==> config.mk <==
export PLATFORM = sky130hd
export DESIGN_NAME = seg_595_dynamic
export DESIGN_NICKNAME = d
export VERILOG_FILES = /design/src/rtl/seg_pkg.sv /design/src/rtl/hc595_shift.sv /design/src/rtl/seg_595_dynamic.sv
export SDC_FILE = /design/constraint.sdc
export NUM_CORES = 1
export LEC_CHECK = 0
export CAP_MARGIN = 30
export CORE_ASPECT_RATIO = 1.1
export CORE_MARGIN = 2
export CORE_UTILIZATION = 50
export DETAILED_ROUTE_END_ITERATION = 8
export GPL_TIMING_DRIVEN = 0
export MAX_ROUTING_LAYER = met4
export PLACE_DENSITY_LB_ADDON = 0.3
export SKIP_CTS_REPAIR_TIMING = 1
export SYNTH_ARGS = -nofsm -noshare
export SYNTH_HDL_FRONTEND = slang
export SYNTH_HIERARCHICAL = 1
export SYNTH_SLANG_ARGS = --single-unit
==> constraint.sdc <==
create_clock -name sys_clk -period 2.41 [get_ports sys_clk]
set_clock_uncertainty 0.1 [all_clocks]
set_input_delay 0.482 -clock sys_clk [delete_from_list [all_inputs] [get_ports sys_clk]]
set_output_delay 0.482 -clock sys_clk [all_outputs]
set_load 0.05 [all_outputs]
==> src/rtl/seg_pkg.sv <==
// Shared 7-segment definitions: segment/select polarity, controller states,
// and the hex-to-segment encoder for common-anode displays.
package seg_pkg;

    localparam logic [7:0] SEG_OFF = 8'hFF;
    localparam int         DP_BIT  = 7;
    localparam logic       SEL_ON  = 1'b1;

    typedef enum logic [1:0] {
        ST_IDLE,
        ST_LOAD,
        ST_SHIFT,
        ST_LATCH
    } scan_state_t;

    // Active-low segments, seg[7] = dp, seg[6:0] = g..a; dp is off here.
    function automatic logic [7:0] hex_to_seg(input logic [3:0] nib);
        logic [7:0] seg;
        case (nib)
            4'h0:    seg = 8'hC0;
            4'h1:    seg = 8'hF9;
            4'h2:    seg = 8'hA4;
            4'h3:    seg = 8'hB0;
            4'h4:    seg = 8'h99;
            4'h5:    seg = 8'h92;
            4'h6:    seg = 8'h82;
            4'h7:    seg = 8'hF8;
            4'h8:    seg = 8'h80;
            4'h9:    seg = 8'h90;
            4'hA:    seg = 8'h88;
            4'hB:    seg = 8'h83;
            4'hC:    seg = 8'hC6;
            4'hD:    seg = 8'hA1;
            4'hE:    seg = 8'h86;
            default: seg = 8'h8E;
        endcase
        return seg;
    endfunction

    function automatic logic [7:0] encode_digit(
        input logic [3:0] nib,
        input logic       dp_on,
        input logic       dark
    );
        logic [7:0] seg;
        seg = hex_to_seg(nib);
        if (dp_on) begin
            seg[DP_BIT] = 1'b0;
        end
        if (dark) begin
            seg = SEG_OFF;
        end
        return seg;
    endfunction

endpackage

==> src/rtl/hc595_shift.sv <==
// Generic 74HC595 frame serialiser: shifts WIDTH bits MSB first with a
// divided shift clock, then emits a one-cycle storage-clock pulse.
module hc595_shift #(
    parameter int WIDTH    = 14,
    parameter int SHCP_DIV = 4
) (
    input  logic             clk,
    input  logic             srst,
    input  logic             start_i,
    input  logic [WIDTH-1:0] word_i,
    output logic             shcp_o,
    output logic             ds_o,
    output logic             stcp_o,
    output logic             done_o
);

    localparam int DIV_W = $clog2(SHCP_DIV);
    localparam int BIT_W = $clog2(WIDTH);
    localparam logic [DIV_W-1:0] DIV_LAST = DIV_W'(SHCP_DIV - 1);
    localparam logic [DIV_W-1:0] DIV_HALF = DIV_W'(SHCP_DIV / 2);
    localparam logic [BIT_W-1:0] BIT_LAST = BIT_W'(WIDTH - 1);

    logic [WIDTH-1:0] shreg_q, shreg_d;
    logic [DIV_W-1:0] div_q, div_d;
    logic [BIT_W-1:0] bit_q, bit_d;
    logic             busy_q, busy_d;
    logic             shcp_q, shcp_d;
    logic             ds_q, ds_d;
    logic             stcp_q, stcp_d;

    always_comb begin
        shreg_d = shreg_q;
        div_d   = div_q;
        bit_d   = bit_q;
        busy_d  = busy_q;
        shcp_d  = 1'b0;
        ds_d    = 1'b0;
        stcp_d  = 1'b0;
        if (!busy_q) begin
            if (start_i) begin
                shreg_d = word_i;
                div_d   = '0;
                bit_d   = '0;
                busy_d  = 1'b1;
                ds_d    = word_i[WIDTH-1];
            end
        end else if (div_q == DIV_LAST) begin
            if (bit_q == BIT_LAST) begin
                busy_d = 1'b0;
                stcp_d = 1'b1;
            end else begin
                // Next bit begins with shcp low; ds changes only here.
                shreg_d = {shreg_q[WIDTH-2:0], 1'b0};
                ds_d    = shreg_q[WIDTH-2];
                div_d   = '0;
                bit_d   = bit_q + BIT_W'(1);
            end
        end else begin
            div_d  = div_q + DIV_W'(1);
            ds_d   = ds_q;
            shcp_d = (div_d >= DIV_HALF);
        end
    end

    always_ff @(posedge clk) begin
        if (srst) begin
            shreg_q <= '0;
            div_q   <= '0;
            bit_q   <= '0;
            busy_q  <= 1'b0;
            shcp_q  <= 1'b0;
            ds_q    <= 1'b0;
            stcp_q  <= 1'b0;
        end else begin
            shreg_q <= shreg_d;
            div_q   <= div_d;
            bit_q   <= bit_d;
            busy_q  <= busy_d;
            shcp_q  <= shcp_d;
            ds_q    <= ds_d;
            stcp_q  <= stcp_d;
        end
    end

    assign done_o = busy_q && (bit_q == BIT_LAST) && (div_q == DIV_LAST);
    assign shcp_o = shcp_q;
    assign ds_o   = ds_q;
    assign stcp_o = stcp_q;

endmodule

==> src/rtl/seg_595_dynamic.sv <==
// Multiplexed hex display driver: one digit slot per SCAN_CNT cycles, each
// slot serialises {one-hot select, segments} into a 595 chain and latches it.
module seg_595_dynamic
    import seg_pkg::*;
#(
    parameter int DIGITS   = 6,
    parameter int SCAN_CNT = 50000,
    parameter int SHCP_DIV = 4
) (
    input  logic                  sys_clk,
    input  logic                  sys_rst,
    input  logic [4*DIGITS-1:0]   data,
    input  logic [DIGITS-1:0]     point,
    input  logic [DIGITS-1:0]     blank,
    input  logic                  seg_en,
    output logic                  stcp,
    output logic                  shcp,
    output logic                  ds,
    output logic                  oe
);

    localparam int FRAME  = 8 + DIGITS;
    localparam int SCAN_W = $clog2(SCAN_CNT);
    localparam int DIG_W  = (DIGITS > 1) ? $clog2(DIGITS) : 1;
    localparam logic [SCAN_W-1:0] SCAN_LAST = SCAN_W'(SCAN_CNT - 1);
    localparam logic [DIG_W-1:0]  DIG_LAST  = DIG_W'(DIGITS - 1);

    scan_state_t       state_q, state_d;
    logic [SCAN_W-1:0] scan_q, scan_d;
    logic [DIG_W-1:0]  digit_q, digit_d;
    logic              latched_q, latched_d;
    logic              oe_q, oe_d;

    logic [7:0]        seg_arr [DIGITS];
    logic [DIGITS-1:0] sel_vec;
    logic [7:0]        cur_seg;
    logic [FRAME-1:0]  shift_word;
    logic              shift_start;
    logic              shift_done;

    // Every digit is encoded in parallel; the scan index just picks one.
    for (genvar gi = 0; gi < DIGITS; gi++) begin : g_digit
        assign seg_arr[gi] = encode_digit(data[4*gi +: 4], point[gi], blank[gi]);
        assign sel_vec[gi] = (digit_q == DIG_W'(gi)) ? SEL_ON : ~SEL_ON;
        assign shift_word[FRAME-1-gi] = sel_vec[gi];
    end

    assign cur_seg          = seg_arr[digit_q];
    assign shift_word[7:0]  = cur_seg;

    always_comb begin
        scan_d = (scan_q == SCAN_LAST) ? '0 : scan_q + SCAN_W'(1);
    end

    always_comb begin
        state_d     = state_q;
        digit_d     = digit_q;
        shift_start = 1'b0;
        case (state_q)
            ST_IDLE: begin
                if (scan_q == '0) begin
                    state_d = ST_LOAD;
                end
            end
            ST_LOAD: begin
                // The shifter captures shift_word on this edge.
                shift_start = 1'b1;
                state_d     = ST_SHIFT;
                digit_d     = (digit_q == DIG_LAST) ? '0 : digit_q + DIG_W'(1);
            end
            ST_SHIFT: begin
                if (shift_done) begin
                    state_d = ST_LATCH;
                end
            end
            ST_LATCH: begin
                state_d = ST_IDLE;
            end
            default: begin
                state_d = ST_IDLE;
            end
        endcase
    end

    // Keep the 595 dark until it holds a real frame.
    always_comb begin
        latched_d = latched_q | (state_q == ST_LATCH);
        oe_d      = (latched_q || (state_q == ST_LATCH)) ? ~seg_en : 1'b1;
    end

    always_ff @(posedge sys_clk) begin
        if (sys_rst) begin
            state_q   <= ST_IDLE;
            scan_q    <= '0;
            digit_q   <= '0;
            latched_q <= 1'b0;
            oe_q      <= 1'b1;
        end else begin
            state_q   <= state_d;
            scan_q    <= scan_d;
            digit_q   <= digit_d;
            latched_q <= latched_d;
            oe_q      <= oe_d;
        end
    end

    hc595_shift #(
        .WIDTH    (FRAME),
        .SHCP_DIV (SHCP_DIV)
    ) u_shift (
        .clk     (sys_clk),
        .srst    (sys_rst),
        .start_i (shift_start),
        .word_i  (shift_word),
        .shcp_o  (shcp),
        .ds_o    (ds),
        .stcp_o  (stcp),
        .done_o  (shift_done)
    );

    assign oe = oe_q;

endmodule

==> run summary <==
Status: complete, no violations
Max-Cap Viols: 0
Root Buffer: clkbuf_8
CTS tree: built
Max Slew Vio Count: 0
RSZ-0062 raised after global routing: no
CP arrival: 2420 ps
Std cell rows: 35
Top cell by count, worst path: a211oi_1
Fin crit period: 2350 ps
CP cell instances: clkdlybuf4s50_1, mux2_2, a211oi_1, nor4_1, or3_1, mux2i_1, a211oi_1
Register share of total power: 33.2%
Io pins: 43
Gr ovfl total: 0
Iteration-0 DRC Markers: 234
Die Width: 91.5 um
Setup_tns: 0 ps
Int Power: 0.00190 W
N_diodes: 0
First-pass GRT wire length: 16800 um
WL final: 9970 um
Design Area, Final: 0.00498 mm^2
Die height: 100 um
Largest net degree at the start of global routing: 15
Fraction of layout cells with a size suffix above 1: 11.6%
CP Capture Type: flip-flop
Die area: 0.00917 mm^2
Vias per inst: 5.80
Number of global-route vias before repair: 3684
Clk sinks: 46
Slowest-stage cell, CP: clkdlybuf4s50_1
Highest clock rate: 0.425 GHz
Post-route DRC: 0
Final setup vio count: 0
Combinational power share: 43.4%
CP max stage delay: 580 ps
CTS H-tree depth: 2
Static Leak: 2.01 nW
Slew margin rel.: 66.5%
Port Buf Inserts: 41
Core Box Area: 0.00828 mm^2
Syn. warnings: 6
GP Congestion: 0.904
Antenna violations before repair: 0
Synthesized area: 0.00421 mm^2
Req. time, crit path: 2470 ps
Period utilisation layout: 97.7%
Pwr Density: 597 mW/mm^2
Sequential fraction of the synthesis area: 21.9%
Clock buffer depth: 2
Number of enable flip-flop cells after synthesis: 0
Worst skew pair latency: 300 ps
Kind of cell adding the most delay to the critical path: buffers and inverters
DP HPWL: 7770 um
Flops & latches, synth: 46
Syn Area/Cell: 8.36 um^2
Antenna Nets Post-Route: 0
Min-delay worst type: reg2reg
Num CTS Buffers: 5
Syn nets: 595
Ys flop type: dfxtp_1
Vias: 3850
Initial Util: 50.9%
Crit Path Max Fanout: 5
Netlist cell types: 57
Clock-pin slew on the worst setup and hold paths: 80 ps
DP Area: 0.00476 mm^2
Worst-margin pin slew: 503 ps
Clock power frac: 23.4%
Switching part of the total power: 36.1%
FFs w/ async S/R, synth: 0%
Wire per inst: 15.0 um
Global-route usage over all layers: 22.7%
Psw: 0.00107 W
Startpoint Class: input port
Final nets: 643
Crit path kind: in2reg
Buffers and inverters on the worst path: 1
Fin. Hold Viols: 0
VDD IR max: 0.308 mV
Synth-to-layout area growth: 18.3%
Mapped Cells: 504
Pre-antenna DRT Iters: 4
==> synth_stat cells, types with 4 or more instances <==
cell / count / area share (%)
mux2_2: 16 / 4.3
a211oi_1: 20 / 3.6
o221ai_1: 4 / 0.83
a311oi_1: 5 / 1.0
o211ai_1: 9 / 1.6
nor3b_1: 6 / 1.1
xnor2_1: 12 / 2.5
or2_2: 4 / 0.59
nor3_1: 22 / 2.6
nand4_1: 8 / 1.2
dfxtp_1: 46 / 22
o21ai_0: 14 / 1.7
nand2b_1: 13 / 1.9
or3_1: 8 / 1.2
buf_2: 4 / 0.48
a31oi_1: 6 / 0.89
ha_1: 52 / 15
nand3_1: 15 / 1.8
nor4_1: 6 / 0.89
nor2_1: 37 / 3.3
inv_1: 30 / 2.7
o21a_1: 4 / 0.71
nand2_1: 23 / 2.0
a21oi_1: 22 / 2.6
clkbuf_1: 20 / 1.8
nor2b_1: 12 / 1.8
a32oi_1: 4 / 0.83
mux2i_1: 36 / 8.6
==> kinds of logic after synthesis <==
logic type,count (synthesis),share of synthesized area [%]
AND/OR/NAND/NOR,169,21.4
AO/OA/AOI/OAI,109,18.0
buffers and inverters,60,6.09
multiplexers,55,14.4
adder cells (fa/ha/maj),52,15.4
flip-flops,46,21.9
XOR/XNOR,13,2.70
==> final cells by class <==
type / instances / area (um^2)
repair buffers: 41 / 420
clock buffers: 6 / 82.6
flip-flops and latches: 46 / 921
clock inverters: 2 / 60.1
inverters: 30 / 113
fillers: 740 / 3290
plain buffers: 30 / 164
multi-input cells: 398 / 3080
well taps: 111 / 139
==> worst reg2reg max path, stage by stage, from the launching register on <==
cell	delay (ps)
dfxtp_1	480
clkbuf_2	340
clkbuf_1	420
nor2_1	200
a32oi_1	240
o211ai_1	130
mux2i_1	150
a211oi_1	90
==> flip-flops by register name (all words and copies together), names as in the netlist <==
name	cells
scan_q	16
u_shift/shreg_q	13
u_shift/bit_q	4
digit_q	3
state_q	2
u_shift/div_q	2
latched_q	1
oe	1
u_shift/busy_q	1
u_shift/ds_o	1
u_shift/shcp_o	1
u_shift/stcp_o	1
==> metal layers <==
metal,global-route usage (%),routed length (um),vias to the layer above
met1,29.3,4530,1831
met3,2.63,410,8
li1,-,-,1935
met4,4.90,89,0
met5,-,0,-
met2,38.3,4950,76
==> path summary, 6_finish.rpt <==
kind,start,to,slack (ps),cells past startpoint
max reg2reg,digit_q[0]$_SDFFE_PP0P_,u_shift/shreg_q[3]$_SDFFE_PP0P_,130,7
min,scan_q[0]$_SDFF_PP0_,scan_q[0]$_SDFF_PP0_,380,1
min reg2reg,scan_q[0]$_SDFF_PP0_,scan_q[0]$_SDFF_PP0_,380,1
max,data[7],u_shift/shreg_q[5]$_SDFFE_PP0P_,60,7
==> power by group through the flow <==
| stage | combinational (W) | clock (W) | sequential (W) |
|---|---|---|---|
| after detailed placement | 0.00124 | 0 | 0.00100 |
| final | 0.00129 | 0.000696 | 0.000987 |
| after CTS | 0.00125 | 0.000707 | 0.000984 |
| after global routing | 0.00142 | 0.000737 | 0.00100 |
| after global placement | 0.00121 | 0 | 0.000992 |
| after floorplan | 0.000883 | 0 | 0.000997 |
==> cells in the final DEF (no fill, tap or decap), types with 12 or more instances in the layout <==
master,Yosys,routed
nor2_1,37,37
inv_1,30,30
xnor2_1,12,12
a21oi_1,22,22
mux2_2,16,16
dfxtp_1,46,46
nor2b_1,12,12
clkdlybuf4s50_1,0,28
ha_1,52,52
nand2b_1,13,13
nor3_1,22,22
o21ai_0,14,14
nand3_1,15,15
nand2_1,23,23
mux2i_1,36,36
a211oi_1,20,19
==> stage by stage <==
step / util (%) / hold slack (ps) / setup WS [ps] / power, W / instances
2_1_floorplan: - / 341 / 201 / 0.00188 / 504
3_3_place_gp: 57.5 / 357 / -736 / 0.00221 / 656
3_5_place_dp: 57.5 / 372 / -806 / 0.00224 / 656
4_1_cts: 59.2 / 390 / -532 / 0.00294 / 664
5_1_grt: 60.2 / 407 / 5.80 / 0.00316 / 664
6_report: 60.2 / 381 / 55.3 / 0.00297 / 664
Power figures use the tool's default switching activity.
